`config.mk`:
```
export PLATFORM = sky130hd
export DESIGN_NAME = fc_sequencer
export DESIGN_NICKNAME = d
export VERILOG_FILES = /design/src/rtl/fc_sequencer.sv
export SDC_FILE = /design/constraint.sdc
export NUM_CORES = 1
export LEC_CHECK = 0
export CORE_ASPECT_RATIO = 2
export CORE_UTILIZATION = 40
export CTS_BUF_LIST = sky130_fd_sc_hd__clkbuf_4 sky130_fd_sc_hd__clkbuf_8 sky130_fd_sc_hd__clkbuf_16
export CTS_CLUSTER_DIAMETER = 150
export DETAILED_ROUTE_END_ITERATION = 10
export SETUP_SLACK_MARGIN = 0.2
export SYNTH_ARGS = -nofsm -noshare
export SYNTH_HDL_FRONTEND = slang
export SYNTH_SLANG_ARGS = --single-unit
```
`constraint.sdc`:
```
create_clock -name clk -period 7.8 [get_ports clk]
set_clock_uncertainty 0.05 [all_clocks]
set_input_delay 1.95 -clock clk [delete_from_list [all_inputs] [get_ports clk]]
set_output_delay 1.95 -clock clk [all_outputs]
set_load 0.02 [all_outputs]
```
`src/rtl/fc_sequencer.sv`:
```
// Sequenced fully connected layer: buffers one input vector, then runs a single signed
// MAC per output neuron over external weight/bias memories and streams saturated results.
module fc_sequencer #(
    parameter int    INPUT_SIZE  = 16,
    parameter int    OUTPUT_SIZE = 8,
    parameter int    DATA_W      = 8,
    parameter int    ACC_W       = 24,
    parameter int    SHIFT       = 0,
    parameter string ACTIVATION  = "relu",
    localparam int   WA_W        = $clog2(INPUT_SIZE * OUTPUT_SIZE),
    localparam int   N_W         = (OUTPUT_SIZE > 1) ? $clog2(OUTPUT_SIZE) : 1
) (
    input  logic                     clk,
    input  logic                     rst,
    input  logic                     start,
    input  logic                     in_valid,
    output logic                     in_ready,
    input  logic signed [DATA_W-1:0] in_data,
    output logic                     w_rd_en,
    output logic [WA_W-1:0]          w_addr,
    input  logic signed [DATA_W-1:0] w_rdata,
    output logic                     b_rd_en,
    output logic [N_W-1:0]           b_addr,
    input  logic signed [DATA_W-1:0] b_rdata,
    output logic                     out_valid,
    input  logic                     out_ready,
    output logic signed [DATA_W-1:0] out_data,
    output logic [N_W-1:0]           out_idx,
    output logic                     out_last,
    output logic                     busy,
    output logic                     done
);
    localparam int K_W     = $clog2(INPUT_SIZE);
    localparam bit IS_RELU = (ACTIVATION == "relu");
    localparam logic signed [ACC_W-1:0] SAT_MAX =
        {{(ACC_W-DATA_W+1){1'b0}}, {(DATA_W-1){1'b1}}};
    localparam logic signed [ACC_W-1:0] SAT_MIN = IS_RELU ? {ACC_W{1'b0}} :
        {{(ACC_W-DATA_W+1){1'b1}}, {(DATA_W-1){1'b0}}};

    typedef enum logic [2:0] {IDLE, LOAD, MAC, DRAIN, OUT} state_t;

    state_t                    state_reg, state_next;
    logic [K_W-1:0]            k_reg, k_next;
    logic [N_W-1:0]            n_reg, n_next;
    logic                      done_reg;
    logic signed [ACC_W-1:0]   acc_reg;
    logic                      bias_phase_reg;
    logic signed [DATA_W-1:0]  buf_mem [INPUT_SIZE];
    logic signed [DATA_W-1:0]  buf_rd_reg;

    logic                      last_k, last_n;
    logic [2*DATA_W-1:0]       prod;
    logic signed [ACC_W-1:0]   prod_ext, bias_ext, shifted;
    logic signed [DATA_W-1:0]  sat;

    assign last_k = (k_reg == K_W'(INPUT_SIZE - 1));
    assign last_n = (n_reg == N_W'(OUTPUT_SIZE - 1));

    always_comb begin
        state_next = state_reg;
        k_next     = k_reg;
        n_next     = n_reg;
        case (state_reg)
            IDLE: if (start) begin
                state_next = LOAD;
                k_next     = '0;
            end
            LOAD: if (in_valid) begin
                if (last_k) begin
                    state_next = MAC;
                    k_next     = '0;
                    n_next     = '0;
                end else begin
                    k_next = k_reg + 1'b1;
                end
            end
            MAC: begin
                if (last_k) begin
                    state_next = DRAIN;
                    k_next     = '0;
                end else begin
                    k_next = k_reg + 1'b1;
                end
            end
            DRAIN: state_next = OUT;
            OUT: if (out_ready) begin
                if (last_n) begin
                    state_next = IDLE;
                    n_next     = '0;
                end else begin
                    state_next = MAC;
                    n_next     = n_reg + 1'b1;
                    k_next     = '0;
                end
            end
            default: state_next = IDLE;
        endcase
    end

    always_ff @(posedge clk) begin
        if (rst) begin
            state_reg <= IDLE;
            k_reg     <= '0;
            n_reg     <= '0;
            done_reg  <= 1'b0;
        end else begin
            state_reg <= state_next;
            k_reg     <= k_next;
            n_reg     <= n_next;
            done_reg  <= (state_reg == OUT) && out_ready && last_n;
        end
    end

    // Registered buffer read lines buffer[k] up with the weight that returns a cycle later.
    always_ff @(posedge clk) begin
        if ((state_reg == LOAD) && in_valid)
            buf_mem[k_reg] <= in_data;
        buf_rd_reg <= buf_mem[k_reg];
    end

    assign prod     = {{DATA_W{w_rdata[DATA_W-1]}}, w_rdata} *
                      {{DATA_W{buf_rd_reg[DATA_W-1]}}, buf_rd_reg};
    assign prod_ext = {{(ACC_W-2*DATA_W){prod[2*DATA_W-1]}}, prod};
    assign bias_ext = {{(ACC_W-DATA_W){b_rdata[DATA_W-1]}}, b_rdata};

    // The first product of a neuron replaces the stale sum with the freshly read bias.
    always_ff @(posedge clk) begin
        if (rst) begin
            acc_reg        <= '0;
            bias_phase_reg <= 1'b0;
        end else begin
            bias_phase_reg <= (state_reg == MAC) && (k_reg == '0);
            if (((state_reg == MAC) && (k_reg != '0)) || (state_reg == DRAIN))
                acc_reg <= (bias_phase_reg ? bias_ext : acc_reg) + prod_ext;
        end
    end

    assign shifted = acc_reg >>> SHIFT;

    always_comb begin
        sat = shifted[DATA_W-1:0];
        if (shifted > SAT_MAX)
            sat = SAT_MAX[DATA_W-1:0];
        else if (shifted < SAT_MIN)
            sat = SAT_MIN[DATA_W-1:0];
    end

    always_comb begin
        w_addr = '0;
        if (state_reg == MAC)
            w_addr = WA_W'(n_reg) * WA_W'(INPUT_SIZE) + WA_W'(k_reg);
    end

    assign in_ready  = (state_reg == LOAD);
    assign w_rd_en   = (state_reg == MAC);
    assign b_rd_en   = (state_reg == MAC) && (k_reg == '0);
    assign b_addr    = b_rd_en ? n_reg : '0;
    assign out_valid = (state_reg == OUT);
    assign out_data  = out_valid ? sat : '0;
    assign out_idx   = out_valid ? n_reg : '0;
    assign out_last  = out_valid && last_n;
    assign busy      = (state_reg != IDLE);
    assign done      = done_reg;
endmodule

```
==> impl_metrics.toml <==
[global_routing]
grt_start_max_net_pins = 48
grt_pass1_wl_mm = 42.1
grt_pass1_vias = 7628
grt.total_usage = 0.197
grt-ovfl-total = 0
antenna_found_initial = 0

[cts]
clk_path_buf_depth = 2
clock_latency_ns = 0.43
cts-root-buf = "clkbuf_16"
hold_buffers = 0
cts_setup_buffers = 0
cts_tree = "done"
cts.repair.resized = 0
clock_sinks = 172
numCtsBuffers = 17
htree_levels = 4
clkTransAtPathRegs_ns = 0.07

[setup_path]
cp_data_required_time_ns = 8.10
reg2reg_depth = 15
crit_arrival_ns = 7.42
r2r_start = "bias_phase_reg"
slowest_delay_ns = 0.60
r2r_end = "acc_reg[16]"
cp_num_buf_inv = 5
crit_fanout = 8
reg2reg_slack_ns = 1.88
setup.worst_path.end_class = "flop"
timing.critical_path.from = "w_rdata[7]"
crit_family = "adder cells"
crit_top_cell = "fa_1"
path_class = "in2reg"
crit_chain = "clkdlybuf4s50_1, and2_1, inv_1, fa_1, inv_1, fa_1, fa_1, fa_1, inv_1, fa_1, inv_1, ha_1, nand3_1, o22ai_1, o21ai_0, nand2_1, a311o_1, o211ai_1"
startpoint_type = "input port"
cpMaxStageDelayCell = "clkdlybuf4s50_1"

[layout]
final_common_cell = "edfxtp_1"
largest_register_ffs = 128
layout_common_cells = "edfxtp_1 (128), fa_1 (104), inv_1 (103), ha_1 (60), nand2_1 (57)"
seqCellArea_sq_um = 4730
layout-drive-gt1-share = 0.111
fillers = 2554
nets = 1136
n_antenna_cell = 0
syn_to_final_growth_pct = 13.8
multi_input_area_sq_um = 5940

[yosys]
synth_adder_area_share = 0.253
synthCells = 884
synth_edf_count = 128
synth.net_count = 1077
synth-simple-area-share = 0.105
ys_warn_count = 0
ys_async_sr_fraction = 0
synth_xor_area_frac = 0.0125
synth_top_family_by_area = "adder cells"
synth.mux.area_fraction = 0.0895
synth_flop_cell = "edfxtp_1"
synth_compound_area_frac = 0.0698
syn_area_sq_um = 11200
ys_seq_area_frac = 0.422
synth_area_per_cell_sq_um = 12.7
synth_cell_type_count = 61
synth_seq_cells = 172

[floorplan]
initial_core_util = 0.407
rows = 86
dieArea_sq_um = 28700
die_y_microns = 239
fp.dieW_microns = 120
io_pins = 57
core_area_sq_um = 27500

[sta]
max_clock_freq_mhz = 140
rsz0062_at_grt = "no"
fin_tns_setup_ns = 0
worstMarginPinSlew_ns = 0.984
drv_slew = 0
fin_crit_ns = 7.12
hold_violations = 0
slew_headroom = 0.342
period_share = 0.913
finalSetupViolCount = 0

[min_path]
hold_depth = 2
worstHoldStart = "acc_reg[0]"
hold_class = "reg2reg"
hold_end = "acc_reg[0]"

[routing]
dr.first_iter.drc_count = 225
vias = 6852
dr.pass1.iters = 4
totalWireLength_mm = 25.7
remaining_drc_errors = 0
ant_nets = 0
avgRoutedWirePerCell_microns = 19.6
viasPerCell = 5.24

[placed_design]
routabilityCongestion = 0.921
hpwl_mm = 20.6
io_buffer_count = 55

[run]
maxCapViolCount = 0

[status]
status = "completed"
[routing by layer]
metal	share of wire	global-route usage
met4	0.037	0.0954
met5	0	0
met2	0.61	0.394
met1	0.34	0.194
met3	0.017	0.0215
[metrics by stage]
stage          std cells  hold slack [ns]   util  instance area (sq um)  setup WS (ns)
2_1_floorplan        884            0.395      -                  11200          0.790
3_3_place_gp        1276            0.416  0.443                  12200          0.359
5_1_grt             1308            0.456  0.463                  12800          0.410
6_report            1308            0.427  0.463                  12800          0.678
3_5_place_dp        1276            0.416  0.443                  12200          0.292
4_1_cts             1308            0.426  0.463                  12800          0.732
[worst max path at each step]
stage / to / slack [ns] / cells after the start
2_1_floorplan: acc_reg[21] / 0.79 / 17
3_3_place_gp: acc_reg[21] / 0.36 / 17
3_5_place_dp: acc_reg[19] / 0.29 / 16
4_1_cts: acc_reg[21] / 0.73 / 17
5_1_grt: acc_reg[16] / 0.41 / 18
6_report: acc_reg[16] / 0.68 / 18
[logic make-up after synthesis]
| group | after synthesis |
|---|---|
| AO/OA/AOI/OAI | 119 |
| XOR/XNOR | 16 |
| adder cells (fa/ha/maj) | 164 |
| buffers and inverters | 139 |
| flip-flops | 172 |
| multiplexers | 50 |
| other | 1 |
| AND/OR/NAND/NOR | 223 |
[cell usage after synthesis, drive strengths merged (3+ instances only)]
master	number	area (sq um)
nand2b	4	25.0
or3	13	82.6
a211oi	10	80.1
mux2i	9	90.1
nand2	57	214
fa	104	2080
o22ai	3	18.8
nor3b	3	22.5
dfxtp	44	881
a21o	4	30.0
a21oi	46	230
nand3	9	45.0
nor4	5	46.3
a311o	3	30.0
and3	6	37.5
o21ai	13	68.8
ha	60	751
inv	103	387
nor2b	5	31.3
mux4	40	901
o211ai	6	45.0
nand3b	10	75.1
o21bai	6	45.0
xnor2	15	131
edfxtp	128	3840
buf	12	58.8
nor3	12	60.1
and2	44	275
a31oi	5	31.3
o21a	11	82.6
clkbuf	22	82.6
nor2	45	169
[worst register-to-register path: stages (launching register included)]
cell and delay (ns):
dfxtp_1 0.65, clkinv_1 0.55, a21oi_1 0.36, fa_1 0.43, inv_1 0.09, fa_1 0.43, fa_1 0.47, fa_1 0.49
ha_1 0.31, ha_1 0.40, a21oi_1 0.18, o22ai_1 0.13, o21ai_0 0.44, nand2_1 0.31, a311o_1 0.43, o211ai_1 0.10
[final cells by class]
cell class	count	area share
tap	352	0.0345
clock inverter	13	0.00922
sequential	172	0.371
timing repair buffer	74	0.0540
inverter	105	0.0309
clock buffer	19	0.0345
multi-input combinational	573	0.466
Power is not shown: default switching activity piles up to over one toggle a cycle in this logic, so the estimate is an artifact.
